File: src/rtl/delay_pkg.sv
// Shared types and elaboration helpers for the delay_line block.
package delay_pkg;

    // Deferred-sample controller states.
    typedef enum logic {
        IDLE = 1'b0,
        WAIT = 1'b1
    } dl_state_e;

    // Smallest buffer that still gives a one-bit pointer.
    localparam int MIN_DEPTH = 2;

    // Pointer / delay-select width for a buffer of the given depth.
    function automatic int ptr_width(input int depth);
        return (depth <= MIN_DEPTH) ? 1 : $clog2(depth);
    endfunction

    // A depth is usable only as a power of two, so the pointer wraps naturally.
    function automatic bit depth_legal(input int depth);
        return (depth >= MIN_DEPTH) && ((depth & (depth - 1)) == 0);
    endfunction

endpackage

File: src/rtl/delay_line_mem.sv
// Circular delay buffer: one write per cycle at wptr, one combinational read
// at wptr - dly. Owns the write pointer and the per-entry valid bits.
module delay_mem
    import delay_pkg::*;
#(
    parameter  int WIDTH = 4,
    parameter  int DEPTH = 8,
    localparam int DW    = ptr_width(DEPTH)
) (
    input  logic             clk,
    input  logic             rst_n,
    input  logic [WIDTH-1:0] wr_data,
    input  logic             wr_vld,
    input  logic [DW-1:0]    dly,
    output logic [WIDTH-1:0] rd_data,
    output logic             rd_vld
);

    logic [DW-1:0]    wptr_q;
    logic [DW-1:0]    wptr_d;
    logic [DW-1:0]    rptr;
    logic [DEPTH-1:0] vld_q;
    logic [DEPTH-1:0] vld_d;
    logic [WIDTH-1:0] mem_q [DEPTH];

    // Next pointer, next valid vector and read address.
    always_comb begin
        wptr_d         = wptr_q + 1'b1;
        vld_d          = vld_q;
        vld_d[wptr_q]  = wr_vld;
        rptr           = wptr_q - dly;
    end

    // Read port. With dly=0 the wanted sample is the one being written this
    // cycle, which the array does not hold yet, so it is forwarded directly.
    always_comb begin
        if (dly == '0) begin
            rd_data = wr_data;
            rd_vld  = wr_vld;
        end else begin
            rd_data = mem_q[rptr];
            rd_vld  = vld_q[rptr];
        end
    end

    // Pointer and valid bits; valid bits clear on reset so stale data never
    // shows up as valid.
    always_ff @(posedge clk) begin
        if (!rst_n) begin
            wptr_q <= '0;
            vld_q  <= '0;
        end else begin
            wptr_q <= wptr_d;
            vld_q  <= vld_d;
        end
    end

    // Data storage is deliberately left without reset.
    always_ff @(posedge clk) begin
        mem_q[wptr_q] <= wr_data;
    end

endmodule

File: src/rtl/delay_line.sv
// delay_line: transport delay (out1) plus trigger-deferred sample (out2).
// Build option: define DLY_RETRIG_EN to let trig during a pending countdown
// restart it (cancelling the pending capture); otherwise such trigs are ignored.
module delay_line
    import delay_pkg::*;
#(
    parameter  int WIDTH = 4,
    parameter  int DEPTH = 8,
    localparam int DW    = ptr_width(DEPTH)
) (
    input  logic             clk,
    input  logic             rst_n,
    input  logic [WIDTH-1:0] in_data,
    input  logic             in_vld,
    input  logic [DW-1:0]    dly,
    input  logic             trig,
    output logic [WIDTH-1:0] out1,
    output logic             out1_vld,
    output logic [WIDTH-1:0] out2,
    output logic             out2_vld,
    output logic             busy
);

    if (!depth_legal(DEPTH)) begin : g_depth_check
        $error("delay_line: DEPTH must be a power of two >= 2");
    end

`ifdef DLY_RETRIG_EN
    localparam bit RETRIG = 1'b1;
`else
    localparam bit RETRIG = 1'b0;
`endif

    logic [WIDTH-1:0] rd_data;
    logic             rd_vld;

    dl_state_e        state_q,    state_d;
    logic [DW-1:0]    cnt_q,      cnt_d;
    logic [WIDTH-1:0] out1_q,     out1_d;
    logic             out1_vld_q, out1_vld_d;
    logic [WIDTH-1:0] out2_q,     out2_d;
    logic             out2_vld_q, out2_vld_d;
    logic             busy_q,     busy_d;

    delay_mem #(
        .WIDTH (WIDTH),
        .DEPTH (DEPTH)
    ) u_mem (
        .clk     (clk),
        .rst_n   (rst_n),
        .wr_data (in_data),
        .wr_vld  (in_vld),
        .dly     (dly),
        .rd_data (rd_data),
        .rd_vld  (rd_vld)
    );

    // Next-state logic for the transport registers and the deferred sampler.
    // A trig on the capture cycle is handled as a trig in WAIT: it reloads
    // when retriggering is built in, otherwise it is dropped.
    always_comb begin
        out1_d     = rd_data;
        out1_vld_d = rd_vld;
        state_d    = state_q;
        cnt_d      = cnt_q;
        out2_d     = out2_q;
        out2_vld_d = 1'b0;
        case (state_q)
            IDLE: begin
                if (trig) begin
                    cnt_d   = dly;
                    state_d = WAIT;
                end
            end
            WAIT: begin
                if (RETRIG && trig) begin
                    cnt_d = dly;
                end else if (cnt_q != '0) begin
                    cnt_d = cnt_q - 1'b1;
                end else begin
                    out2_d     = in_data;
                    out2_vld_d = 1'b1;
                    state_d    = IDLE;
                end
            end
            default: state_d = IDLE;
        endcase
        busy_d = (state_d == WAIT);
    end

    // All state and output registers; reset wins over any trig.
    always_ff @(posedge clk) begin
        if (!rst_n) begin
            state_q    <= IDLE;
            cnt_q      <= '0;
            out1_q     <= '0;
            out1_vld_q <= 1'b0;
            out2_q     <= '0;
            out2_vld_q <= 1'b0;
            busy_q     <= 1'b0;
        end else begin
            state_q    <= state_d;
            cnt_q      <= cnt_d;
            out1_q     <= out1_d;
            out1_vld_q <= out1_vld_d;
            out2_q     <= out2_d;
            out2_vld_q <= out2_vld_d;
            busy_q     <= busy_d;
        end
    end

    assign out1     = out1_q;
    assign out1_vld = out1_vld_q;
    assign out2     = out2_q;
    assign out2_vld = out2_vld_q;
    assign busy     = busy_q;

endmodule

File: config.mk
export PLATFORM = sky130hd
export DESIGN_NAME = delay_line
export DESIGN_NICKNAME = d
export VERILOG_FILES = /design/src/rtl/delay_pkg.sv /design/src/rtl/delay_line_mem.sv /design/src/rtl/delay_line.sv
export SDC_FILE = /design/constraint.sdc
export NUM_CORES = 1
export LEC_CHECK = 0
export ABC_CLOCK_PERIOD_IN_PS = 2840
export CORE_MARGIN = 3
export CORE_UTILIZATION = 51
export DETAILED_ROUTE_END_ITERATION = 7
export GPL_TIMING_DRIVEN = 0
export PLACE_DENSITY = 0.72
export SYNTH_ARGS = -nofsm -noshare
export SYNTH_HDL_FRONTEND = slang
export SYNTH_SLANG_ARGS = --single-unit
export TNS_END_PERCENT = 1
File: constraint.sdc
create_clock -name clk -period 2.84 [get_ports clk]
set_clock_uncertainty 0.15 [all_clocks]
set_input_delay 0.568 -clock clk [delete_from_list [all_inputs] [get_ports clk]]
set_output_delay 0.568 -clock clk [all_outputs]
set_load 0.01 [all_outputs]
After elaboration in Yosys (flattened, before gate mapping) --
Memory sizes are Yosys's and may differ from the RTL's. A register that Yosys moved wholly into a read port is not among the register bits. Cells that the tools add are included.
Word-level totals: memory bits (read-only) 0, bits of input ports 11, memories kept 1, bits in latches 0, memory bits (writable) 32, bits in registers 21, word-level logic and storage cells 38, output and inout port bits 11
Memory list:
- u_mem.mem_q | depth 8, width 4, read ports 1, clocked after Yosys merged registers in 1, wr ports 1, line delay_line_mem.sv:24 | logic [WIDTH-1:0] mem_q [DEPTH];
Cells by class: muxes and demuxes 13, $add $sub $neg 3, reductions and logical operators 7, bitwise logic cells 2, shifts and indexed selects 0, divide/modulo/power cells 0, equality and inequality tests 2, magnitude comparators 3, multipliers 0
Operators by type and width (number):
- 8-bit bitwise mux | 1
- 3-bit by 4-bit < comparator with 1-bit output (second input constant) | 2
- 1-bit 2-to-1 mux | 6
- 3-bit 2-to-1 mux | 2
- 3-bit one-hot mux with 2 select lines | 1
- 2-bit AND reduction | 3
- 3-bit by 1-bit adder with 3-bit output (second input constant) | 1
- 1-bit binary-select mux with 3-bit select | 1
- 1-bit demux with 3-bit select | 1
- 3-bit by 1-bit >= comparator with 1-bit output (second input constant) | 1
- 3-bit zero test | 1
- 3-bit nonzero test | 1
- 3-bit by 1-bit subtractor with 3-bit output (second input constant) | 1
- 3-bit subtractor | 1
- 2-bit by 1-bit != test with 1-bit output (second input constant) | 1
- 2-bit != test (second input constant) | 1
- 1-bit NOT | 2
- 1-bit one-hot mux with 2 select lines | 1
- 1-bit logical AND | 1
- 1-bit zero test | 1

Longest topological paths before layout --
Gate-level depths: netlist of run 1.
word-level depth 5, gate-level depth with buffers 9, depth with buffers taken out 7

By module --
A second synthesis of run 1 with hierarchy kept.
Second synthesis, totals: cells, all modules 166, area, all modules 2416.1 sq um
Modules (own cells, without submodules):
- delay_mem | sequential area each 1181.1 sq um, area each 1866.8 sq um, cells each 112, times used 1
- delay_line | sequential area each 280.3 sq um, area each 549.3 sq um, cells each 54, times used 1

Least setup slack after synthesis of run 1 --
No wires, ideal clock.
path kind input to register, from input dly[0], to register out1_vld_q (netlist: out1_vld), data required time 2.571 ns, path slack 0.415 ns, buffers on the path 1, data arrival time 2.156 ns, setup time 0.119 ns, stages on the path 7, path through ha_1 -> inv_1 -> fa_1 -> buf_2 -> mux4_2 -> mux2i_1 -> a21oi_1
Between the ends: longest elaborated chain between the ends 4, elaborated cells on any way between the ends 5, those cells by class add/sub: 1; mux: 3; reduce/logical: 1
Ends and longest elaborated chain:
- start: declaration | line delay_line.sv:15 | input logic [DW-1:0] dly,
- 3-bit subtractor | line delay_line_mem.sv:31 | rptr = wptr_q - dly;
- 1-bit binary-select mux with 3-bit select | line delay_line_mem.sv:42 | rd_vld = vld_q[rptr];
- 1-bit 2-to-1 mux (implied by the code) | line delay_line_mem.sv:42
- 1-bit 2-to-1 mux (*) | line delay_line_mem.sv:37 | if (dly == '0) begin
- end signal: assignment | line delay_line.sv:105 | out1_vld_q <= out1_vld_d;
- end: declaration | line delay_line.sv:40 | logic out1_vld_q, out1_vld_d;
Every way passes the cells marked *; elsewhere a longest branch is shown, timed or not. The select of a mux whose other input is x is not followed. A chain may end at the register's enable or synchronous reset.

Worst setup path after layout of run 1 --
Same ends and word-level chain as after synthesis.

==> results.md, run 1 <==
- Status: complete, no violations
- Area of the core: 0.00441 mm²
- Number of pins with negative max-slew slack in the final report: 0
- Synthesized Nets: 184
- DRC viols: 0
- Number of detailed-routing iterations run before antenna repair: 4
- Main synth FF type: sky130_fd_sc_hd__edfxtp_1
- Syn avg cell area: 14.1 µm²
- Mean routed wirelength per cell: 17.7 µm
- Post-CTS Hold Fix Bufs: 0
- Crit path arrival time: between 2 and 3 ns
- Post-route antenna net violation count: 0
- Worst hold path depth: 2
- Number of buffers inserted during clock tree synthesis: 9
- Total power draw: 2.15 mW
- Critical Path Source Type: input pin
- Hold Crit Endpoint: out2[2]
- Leakage power: approximately 1.1 nW
- Fraction of registers with async set/reset: 0%
- DR vias/cell: 5.73
- Top cell types by occurrence after synthesis: sky130_fd_sc_hd__edfxtp_1, sky130_fd_sc_hd__dfxtp_1, sky130_fd_sc_hd__mux2i_1, sky130_fd_sc_hd__nor2_1, sky130_fd_sc_hd__a21oi_1
- First DRT Iteration DRCs: roughly 120
- Worst R2R Start: u_mem.wptr_q[0]
- Path class of the lowest-slack min-delay path: flop to flop
- Count of antenna diodes in the layout: 0
- Hold violation total from the final report: 0
- FILL cells: 312
- Final worst path period share: 94.6%
- Final weighted congestion of routability-driven global placement: ~0.76
- Yosys top cell area share: about two fifths
- Endpoint class of the critical path: flop
- Tmin final: between 2 and 3 ns
- Clock H-tree levels: 3
- Instance count of the mapped netlist: ~170
- Part of the Yosys area used for sequential elements: 61.6%
- Number of nets in the final layout: between 200 and 250
- Count of different cell masters after synthesis: 32
- Ys Warns: 0
- Post-detailed-placement half-perimeter wirelength: 3330 µm
- Relative slew margins: 31.9%
- Clock slew at the register clock pins of the worst setup and hold paths: approximately 0.070 ns
- Die area: 0.00550 mm²
- Max capacitance violation total: 0
- Die extent in y: approximately 74 µm
- Worst Path Max Fanout: 5
- Wire length of the first global-routing pass: 7340 µm
- Pin count of the biggest net entering global routing: 11
- Worst-Margin Slew: just over 1 ns
- Die W: approximately 74 µm
- CP Data Required Time: 2.90 ns
- Number of port buffers: 20
- Flip-flop and latch count after synthesis: 57
- Power Density: roughly 740 mW/mm²
- Combined flip-flop and latch cell area: around 0.0015 mm²
- Insertion delay of the later-clocked pin in the worst-skew pair: about 0.33 ns
- Yosys top cell by area: sky130_fd_sc_hd__edfxtp_1
- Area occupied by multi-input gates: 822 µm²
- Fraction of final layout cells sized beyond drive strength 1: 17.5%
- IO Count: 22
- Number of global-route vias before repair: between 1000 and 1500
- Total gr overflow: 0
- Total Routed Length: between 4000 and 5000 µm
- Initial antenna violation count: 0
- Number of vias after detailed routing: roughly 1500
- R2R Path End: out1[3]
- Most frequently used cell type in the post-synthesis netlist: sky130_fd_sc_hd__edfxtp_1
- Aggregate global-route resource usage: 18.7%
- Depth of the worst register-to-register path: 10
- Peak supply drop: roughly 0.00047 V
- Startpoint of the most critical hold path: out2[2]
- Buffer depth of the longest clock path: 2
- Area overhead of the layout relative to synthesis: 21.7%
- Initial Utilization: 53.7%
- CTS tree: yes
- Flop2flop setup slack: 0.31 ns
- F_max: around 370 MHz
- Final Hold Slack: between 0.3 and 0.4 ns
- Number of enable-type register cells in the synthesized netlist: 32
- Largest cells by area after synthesis: sky130_fd_sc_hd__edfxtp_1, sky130_fd_sc_hd__dfxtp_1, sky130_fd_sc_hd__mux4_2
- Count of final setup violators: 0
- Clock root buffer master: sky130_fd_sc_hd__clkbuf_8
- Kind of critical path: input pin to flop
- Netlist area before placement: between 0.002 and 0.0025 mm²
- # rows: 24
- Total number of clock tree sinks: 57
- Setup repair after global routing missed its margin: no
## stage by stage
step	std cells	cell area, µm²	worst slack, ns	setup TNS (ns)	utilization [%]
2_1_floorplan	168	2370	0.415	0	-
3_3_place_gp	240	2640	-0.338	-1.25	59.7
3_5_place_dp	240	2640	-0.344	-1.38	59.7
4_1_cts	256	2870	0.0605	0	65.0
5_1_grt	258	2890	0.0449	0	65.4
6_report	258	2890	0.153	0	65.4
## power breakdown
part	switching (mW)	total, mW	internal [mW]	leakage (nW)
Sequential	0.0192	0.947	0.928	0.499
Combinational	0.171	0.346	0.174	0.445
Clock	0.315	0.854	0.538	0.115
Total	0.506	2.15	1.64	1.06
## worst max path at each step
stage / from / endpoint / slack [ns] / cells past startpoint
2_1_floorplan: dly[0] / out1_vld / 0.41 / 7
3_3_place_gp: dly[0] / out1_vld / -0.34 / 8
3_5_place_dp: dly[0] / out1_vld / -0.34 / 8
4_1_cts: dly[0] / out1_vld / 0.06 / 8
5_1_grt: dly[0] / out1_vld / 0.04 / 8
6_report: dly[0] / out1_vld / 0.15 / 8
## critical path, stage by stage
cell and delay, ns:
sky130_fd_sc_hd__clkdlybuf4s50_1 0.52, sky130_fd_sc_hd__ha_1 0.16, sky130_fd_sc_hd__inv_1 0.04, sky130_fd_sc_hd__fa_1 0.55, sky130_fd_sc_hd__buf_6 0.15, sky130_fd_sc_hd__mux4_2 0.49
sky130_fd_sc_hd__mux2i_1 0.16, sky130_fd_sc_hd__a21oi_1 0.10
## cell families after synthesis
group,after synthesis,share of synthesized area [%]
adders and majority gates,5,2.96
AOI/OAI and AO/OA,22,5.65
and+or+nand+nor,39,8.60
buffers and inverters,17,3.69
muxes,23,15.0
xor gates and xnor gates,5,2.48
DFF,57,61.6
## cell type report
cell class / instances / share of cell area, %
plain buffers: 9 / 2.21
clock inverters: 5 / 2.69
inverters: 8 / 1.04
flip-flops and latches: 57 / 50.6
clock buffers: 11 / 5.24
repair buffers: 22 / 7.46
multi-input cells: 94 / 28.5
well taps: 52 / 2.25
## cell usage in the layout (no fill, tap or decap), types with 2 or more instances in the layout
cell / n
sky130_fd_sc_hd__nand2_1: 8
sky130_fd_sc_hd__edfxtp_1: 32
sky130_fd_sc_hd__mux2i_1: 13
sky130_fd_sc_hd__o21ai_0: 4
sky130_fd_sc_hd__clkbuf_8: 11
sky130_fd_sc_hd__mux4_2: 10
sky130_fd_sc_hd__and3b_1: 3
sky130_fd_sc_hd__or3_1: 2
sky130_fd_sc_hd__o41ai_1: 4
sky130_fd_sc_hd__xnor2_1: 3
sky130_fd_sc_hd__ha_1: 4
sky130_fd_sc_hd__nand3_1: 2
sky130_fd_sc_hd__buf_4: 3
sky130_fd_sc_hd__dfxtp_1: 25
sky130_fd_sc_hd__nor2_1: 13
sky130_fd_sc_hd__clkbuf_1: 2
sky130_fd_sc_hd__inv_1: 7
sky130_fd_sc_hd__buf_6: 3
sky130_fd_sc_hd__clkdlybuf4s50_1: 20
sky130_fd_sc_hd__buf_2: 3
sky130_fd_sc_hd__nor3_1: 2
sky130_fd_sc_hd__clkinv_2: 2
sky130_fd_sc_hd__nor3b_1: 3
sky130_fd_sc_hd__a21oi_1: 11
sky130_fd_sc_hd__bufinv_16: 2
sky130_fd_sc_hd__nand3b_1: 2
sky130_fd_sc_hd__a31oi_1: 2
## per-layer routing
metal / global-route usage, % / vias to the layer above / part of all wire (%) / wire (µm)
met5: 0 / - / 0 / 0
met4: 10.3 / 0 / 1.5 / 67
met3: 4.59 / 7 / 4.8 / 219
met2: 29.0 / 48 / 51 / 2320
met1: 24.1 / 729 / 43 / 1960
li1: - / 695 / - / -
## flip-flops by register name, indices dropped and copies added (netlist names)
signal and flops:
busy 1, cnt_q 3, out1 4, out1_vld 1, out2 4, out2_vld 1
u_mem.mem_q 32, u_mem.vld_q 8, u_mem.wptr_q 3
## what timing repair did
| action | CTS | global route |
|---|---|---|
| setup buffers | 0 | 2 |
| gates resized for setup | 1 | 1 |
| setup endpoints to repair | 1 | 1 |
No activity file was read; power rests on OpenSTA's default activity.
==> run 2: changes to the inputs <==
--- a/config.mk
+++ b/config.mk
@@ -10,7 +10,7 @@
 export CORE_UTILIZATION = 51
 export DETAILED_ROUTE_END_ITERATION = 7
 export GPL_TIMING_DRIVEN = 0
-export PLACE_DENSITY = 0.72
+export PLACE_DENSITY_LB_ADDON = 0.1
 export SYNTH_ARGS = -nofsm -noshare
 export SYNTH_HDL_FRONTEND = slang
 export SYNTH_SLANG_ARGS = --single-unit
==> results.md, run 2 (same netlist as run 1, synthesis figures left out) <==
- Startpoint of the most critical hold path: out2[0] (was out2[2])
- Global Route met3 Usage: 6.22% (was 4.59%)
- DRC viols: 0 (unchanged)
- Setup tns final: 0 ns (unchanged)
- Routing usage on met2: 30.6% (was 29.0%)
- IO Count: 22 (unchanged)
- Setup fix buffers added after clock tree synthesis: 0 (unchanged)
- Worst-Margin Slew: 0.950 ns (was 1.02 ns)
- Post-detailed-placement half-perimeter wirelength: 3370 µm (was 3330 µm)
- Number of vias after detailed routing: 1472 (was 1479)
- DR vias/cell: 5.75 (was 5.73)
- Total gr overflow: 0 (unchanged)
- Worst R2R Start: u_mem.wptr_q[0] (unchanged)
- Number of global-route vias before repair: 1494 (was 1486)
- Mean routed wirelength per cell: 18.4 µm (was 17.7 µm)
- Initial Utilization: 53.7% (unchanged)
- Total number of clock tree sinks: 57 (unchanged)
- Max reg flops: 32 (unchanged)
- Count of antenna diodes in the layout: 0 (unchanged)
- Area of the core: 0.00441 mm² (unchanged)
- Area overhead of the layout relative to synthesis: 20.2% (was 21.7%)
- Clock root buffer master: sky130_fd_sc_hd__clkbuf_8 (unchanged)
- CP max stage delay: 0.56 ns (was 0.55 ns)
- Total Routed Length: 4710 µm (was 4570 µm)
- Endpoint class of the critical path: flop (unchanged)
- Tmin final: 2.75 ns (was 2.69 ns)
- Wire length of the first global-routing pass: 7470 µm (was 7340 µm)
- Kind of critical path: input pin to flop (unchanged)
- Initial antenna violation count: 0 (unchanged)
- Insertion delay of the later-clocked pin in the worst-skew pair: 0.32 ns (was 0.33 ns)
- Power Density: 724 mW/mm² (was 743 mW/mm²)
- Die extent in y: 74.2 µm (unchanged)
- Worst hold path depth: 2 (unchanged)
- CP cell instances: clkdlybuf4s50_1, ha_1, inv_1, fa_1, buf_6, mux4_2, mux2i_1, a21oi_1 (unchanged)
- Status: complete, no violations (unchanged)
- Post-route antenna net violation count: 0 (unchanged)
- Flop2flop setup slack: 0.22 ns (was 0.31 ns)
- Number of detailed-routing iterations run before antenna repair: 5 (was 4)
- Number of port buffers: 20 (unchanged)
- Count of final setup violators: 0 (unchanged)
- Relative slew margins: 36.6% (was 31.9%)
- CP Data Required Time: 2.90 ns (about the same)
- Depth of the worst register-to-register path: 9 (was 10)
- Number of nets in the final layout: 215 (was 217)
- Commonest cells after routing, fill and taps aside: sky130_fd_sc_hd__edfxtp_1, sky130_fd_sc_hd__dfxtp_1, sky130_fd_sc_hd__clkdlybuf4s50_1 (unchanged)
- Final Hold Slack: 0.310 ns (was 0.303 ns)
- Number of buffers inserted during clock tree synthesis: 9 (unchanged)
- Clock slew at the register clock pins of the worst setup and hold paths: 0.06 ns (was 0.07 ns)
- Hold Crit Endpoint: out2[0] (was out2[2])
- Number of pins with negative max-slew slack in the final report: 0 (unchanged)
- Placed cell count: 240 (unchanged)
- Clock H-tree levels: 3 (unchanged)
- CTS tree: yes (unchanged)
- GR Layer Usage met1: 24.6% (was 24.1%)
- R2R Path End: out1[0] (was out1[3])
- Layout Cell Area excl Fill: 0.00285 mm² (was 0.00289 mm²)
- Placed cell area: 0.00264 mm² (unchanged)
- Largest registers: u_mem.mem_q (32), u_mem.vld_q (8) (unchanged)
- Buffer depth of the longest clock path: 2 (unchanged)
- Leading cell type in the layout, fill and taps excluded: sky130_fd_sc_hd__edfxtp_1 (unchanged)
- Leakage power: 1.04 nW (was 1.06 nW)
- Register with the highest flop count: u_mem.mem_q (unchanged)
- Post-route insts no fill: 256 (was 258)
- Worst Path Max Fanout: 10 (was 5)
- Hold violation total from the final report: 0 (unchanged)
- Global route hottest layer: met2 (unchanged)
- Path class of the lowest-slack min-delay path: flop to flop (unchanged)
- Peak supply drop: 0.000405 V (was 0.000468 V)
- Crit path arrival time: 2.82 ns (was 2.75 ns)
- Fraction of final layout cells sized beyond drive strength 1: 14.7% (was 17.5%)
- Pin count of the biggest net entering global routing: 11 (unchanged)
- Final weighted congestion of routability-driven global placement: 0.730 (was 0.760)
- Total power draw: 2.06 mW (was 2.15 mW)
- F_max: 363 MHz (was 372 MHz)
- Final worst path period share: 96.9% (was 94.6%)
- Max capacitance violation total: 0 (unchanged)
- Die area: 0.00550 mm² (unchanged)
- # rows: 24 (unchanged)
- Die W: 74.2 µm (unchanged)
- Critical Path Source Type: input pin (unchanged)
- First DRT Iteration DRCs: 114 (was 118)
- Slowest cell on the critical path: sky130_fd_sc_hd__fa_1 (unchanged)
- Aggregate global-route resource usage: 19.4% (was 18.7%)
==> run 2: worst max-delay path by stage <==
| stage | from | end | slack [ns] | depth (start not counted) |
|---|---|---|---|---|
| 5_1_grt | dly[0] | out1_vld | -0.007 | 8 |
| 3_5_place_dp | dly[0] | out1_vld | -0.39 | 8 |
| 3_3_place_gp | dly[0] | out1_vld | -0.38 | 8 |
| 4_1_cts | dly[0] | out1_vld | 0.03 | 8 |
| 6_report | dly[0] | out1_vld | 0.09 | 8 |
| 2_1_floorplan | dly[0] | out1_vld | 0.41 | 7 |
==> run 2: final cells by class <==
cell class              count  area (µm²)
clock inverters             2        33.8
inverters                   8        30.0
plain buffers               9        63.8
multi-input cells          94         822
flip-flops and latches     57        1460
well taps                  52        65.1
repair buffers             20         200
clock buffers              14         174
fillers                   329        1560
==> run 2: routing by layer <==
metal / vias to the layer above / share of wire, % / routed length, µm
met1: 739 / 45 / 2100
met3: 6 / 4.0 / 190
met5: - / 0 / 0
li1: 693 / - / -
met4: 0 / 1.5 / 71
met2: 34 / 50 / 2350
==> run 2: per-stage QoR <==
| step | utilization, % | setup slack (ns) |
|---|---|---|
| 2_1_floorplan | - | 0.415 |
| 3_3_place_gp | 59.7 | -0.376 |
| 3_5_place_dp | 59.7 | -0.387 |
| 4_1_cts | 64.5 | 0.0344 |
| 5_1_grt | 64.6 | -0.00659 |
| 6_report | 64.6 | 0.0876 |
==> run 2: what timing repair did <==
action | in CTS | in global routing
resized for setup | 1 | 1
hold buffers | 0 | 0
pin swaps | 0 | 0
setup endpoints to repair | 3 | 1
==> run 2: critical path: cells and delay by family <==
kind | cells | cell delay (ns)
fa+ha+maj | 2 | 0.73
mux | 2 | 0.66
buf+inv | 3 | 0.78
compound gates | 1 | 0.08
==> run 2: power breakdown <==
part | switching, mW | internal, mW
Clock | 0.297 | 0.481
Sequential | 0.0196 | 0.928
Combinational | 0.173 | 0.167
==> run 3: changes to the inputs <==
--- a/config.mk
+++ b/config.mk
@@ -6,11 +6,13 @@
 export NUM_CORES = 1
 export LEC_CHECK = 0
 export ABC_CLOCK_PERIOD_IN_PS = 2840
+export CORE_ASPECT_RATIO = 1.25
 export CORE_MARGIN = 3
 export CORE_UTILIZATION = 51
+export CTS_CLUSTER_DIAMETER = 200
 export DETAILED_ROUTE_END_ITERATION = 7
 export GPL_TIMING_DRIVEN = 0
-export PLACE_DENSITY_LB_ADDON = 0.1
+export PLACE_DENSITY = 0.72
 export SYNTH_ARGS = -nofsm -noshare
 export SYNTH_HDL_FRONTEND = slang
 export SYNTH_SLANG_ARGS = --single-unit
==> results.md, run 3 (same netlist as run 1, synthesis figures left out) <==
- DR vias/cell: 5.66 (was 5.75)
- Status: complete, no violations (unchanged)
- Flop2flop setup slack: 0.29 ns (was 0.22 ns)
- Buffer depth of the longest clock path: 2 (unchanged)
- Setup repair after global routing missed its margin: no
- Count of final setup violators: 0 (unchanged)
- Tmin final: 2.72 ns (was 2.75 ns)
- Total power draw: 2.06 mW (about the same)
- Total gr overflow: 0 (unchanged)
- Endpoint class of the critical path: flop (unchanged)
- Initial Utilization: 53.2% (was 53.7%)
- Post-route antenna net violation count: 0 (unchanged)
- Worst-Margin Slew: 1.09 ns (was 0.950 ns)
- Count of buffering cells on the critical path with inverters included: 3 (unchanged)
- Critical Path Source Type: input pin (unchanged)
- Layout Cell Area excl Fill: 0.00286 mm² (was 0.00285 mm²)
- Final worst path period share: 95.6% (was 96.9%)
- IO Count: 22 (unchanged)
- Fraction of final layout cells sized beyond drive strength 1: 15.7% (was 14.7%)
- F_max: 368 MHz (was 363 MHz)
- Number of detailed-routing iterations run before antenna repair: 4 (was 5)
- Area of the core: 0.00446 mm² (was 0.00441 mm²)
- Largest delay contributor family on the critical path: buffers and inverters (unchanged)
- Hold violation total from the final report: 0 (unchanged)
- Clock root buffer master: sky130_fd_sc_hd__clkbuf_8 (unchanged)
- Die area: 0.00551 mm² (was 0.00550 mm²)
- Leakage power: 1.04 nW (about the same)
- FILL cells: 355 (was 329)
- # rows: 27 (was 24)
- Combined flip-flop and latch cell area: 0.00146 mm² (unchanged)
- Worst Path Max Fanout: 10 (unchanged)
- Final Hold Slack: 0.316 ns (was 0.310 ns)
- Number of buffers inserted during clock tree synthesis: 9 (unchanged)
- Die extent in y: 82.2 µm (was 74.2 µm)
- Area overhead of the layout relative to synthesis: 20.5% (was 20.2%)
- Register with the highest flop count: u_mem.mem_q (unchanged)
- Largest registers: u_mem.mem_q (32), u_mem.vld_q (8) (unchanged)
- Aggregate global-route resource usage: 20.1% (was 19.4%)
- Power Density: 720 mW/mm² (was 724 mW/mm²)
- DRC viols: 0 (unchanged)
- Number of pins with negative max-slew slack in the final report: 0 (unchanged)
- Number of global-route vias before repair: 1519 (was 1494)
- Number of port buffers: 20 (unchanged)
- Relative slew margins: 27.0% (was 36.6%)
- Commonest cells after routing, fill and taps aside: sky130_fd_sc_hd__edfxtp_1, sky130_fd_sc_hd__dfxtp_1, sky130_fd_sc_hd__clkdlybuf4s50_1 (unchanged)
- CP cell instances: clkdlybuf4s50_1, ha_1, inv_1, fa_1, buf_6, mux4_2, mux2i_1, a21oi_1 (unchanged)
- Insertion delay of the later-clocked pin in the worst-skew pair: 0.33 ns (was 0.32 ns)
- Post-detailed-placement half-perimeter wirelength: 3300 µm (was 3370 µm)
- Wire length of the first global-routing pass: 7660 µm (was 7470 µm)
- Clock slew at the register clock pins of the worst setup and hold paths: 0.06 ns (about the same)
- Post-route insts no fill: 262 (was 256)
- Max reg flops: 32 (unchanged)
- Mean routed wirelength per cell: 17.7 µm (was 18.4 µm)
- Leading cell type in the layout, fill and taps excluded: sky130_fd_sc_hd__edfxtp_1 (unchanged)
- Slowest cell on the critical path: sky130_fd_sc_hd__fa_1 (unchanged)
- Pin count of the biggest net entering global routing: 11 (unchanged)
- Placed cell area: 0.00264 mm² (about the same)
- Initial antenna violation count: 0 (unchanged)
- CP Data Required Time: 2.91 ns (was 2.90 ns)
- Total Routed Length: 4630 µm (was 4710 µm)
- Crit path arrival time: 2.79 ns (was 2.82 ns)
- Total number of clock tree sinks: 57 (unchanged)
- Final weighted congestion of routability-driven global placement: 0.809 (was 0.730)
- Count of antenna diodes in the layout: 0 (unchanged)
- First DRT Iteration DRCs: 75 (was 114)
- Clock H-tree levels: 3 (unchanged)
- Number of nets in the final layout: 215 (unchanged)
- Area occupied by multi-input gates: 822 µm² (unchanged)
- Peak supply drop: 0.000511 V (was 0.000405 V)
- Setup tns final: 0 ns (unchanged)
- CTS tree: yes (unchanged)
- Path class of the lowest-slack min-delay path: flop to flop (unchanged)
- Placed cell count: 246 (was 240)
- Die W: 67.0 µm (was 74.2 µm)
- Kind of critical path: input pin to flop (unchanged)
- CP max stage delay: 0.55 ns (was 0.56 ns)
- Number of vias after detailed routing: 1482 (was 1472)
- Max capacitance violation total: 0 (unchanged)
## run 3: cell count changes in the layout (fill, tap and decap cells not counted)
| cell | delta |
|---|---|
| sky130_fd_sc_hd__clkbuf_1 | -1 |
| sky130_fd_sc_hd__clkinv_2 | +1 |
| sky130_fd_sc_hd__clkbuf_8 | +2 |
| sky130_fd_sc_hd__clkinv_1 | -1 |
| sky130_fd_sc_hd__clkbuf_16 | -1 |
## run 3: timing repair
item	4_1_cts	5_1_grt
endpoints found under the setup margin	1	1
resized for setup	1	1
hold buffers	0	0
buffers inserted	0	0
## run 3: path summary, 6_finish.rpt
path              startpoint        to  depth (start not counted)
max                   dly[0]  out1_vld                          8
min                  out2[3]   out2[3]                          2
max reg2reg  u_mem.wptr_q[0]   out1[0]                          9
min reg2reg          out2[3]   out2[3]                          2
## run 3: report_power, final
part | switching, mW | internal, mW | total, mW
Sequential | 0.0193 | 0.928 | 0.947
Clock | 0.295 | 0.476 | 0.771
Combinational | 0.171 | 0.167 | 0.338
Total | 0.486 | 1.57 | 2.06
## run 3: layout make-up
| type | count | share of cell area [%] |
|---|---|---|
| sequential | 57 | 51.1 |
| buffer | 9 | 2.23 |
| clock inverter | 2 | 1.23 |
| timing repair buffer | 20 | 7.01 |
| inverter | 8 | 1.05 |
| clock buffer | 14 | 6.04 |
| tap | 58 | 2.54 |
| multi-input combinational | 94 | 28.8 |
## run 3: worst reg2reg max path, cell delays in order (launching register included)
cell,delay (ns)
sky130_fd_sc_hd__dfxtp_1,0.38
sky130_fd_sc_hd__buf_2,0.22
sky130_fd_sc_hd__inv_1,0.08
sky130_fd_sc_hd__ha_1,0.18
sky130_fd_sc_hd__inv_1,0.09
sky130_fd_sc_hd__fa_1,0.47
sky130_fd_sc_hd__buf_6,0.19
sky130_fd_sc_hd__xor2_1,0.20
sky130_fd_sc_hd__or3_1,0.40
sky130_fd_sc_hd__a21oi_1,0.15
## run 3: per-stage QoR
step | util, % | worst slack, ns
5_1_grt | 64.1 | 0.0332
2_1_floorplan | - | 0.415
3_3_place_gp | 59.3 | -0.374
3_5_place_dp | 59.3 | -0.345
6_report | 64.1 | 0.125
4_1_cts | 64.0 | 0.0890
## run 3: per-layer routing
layer / global-route usage [%] / part of all wire [%] / up-vias
li1: - / - / 686
met1: 24.3 / 42 / 733
met2: 32.3 / 51 / 51
met3: 6.50 / 4.6 / 12
met4: 9.74 / 2.3 / 0
met5: 0 / 0 / -
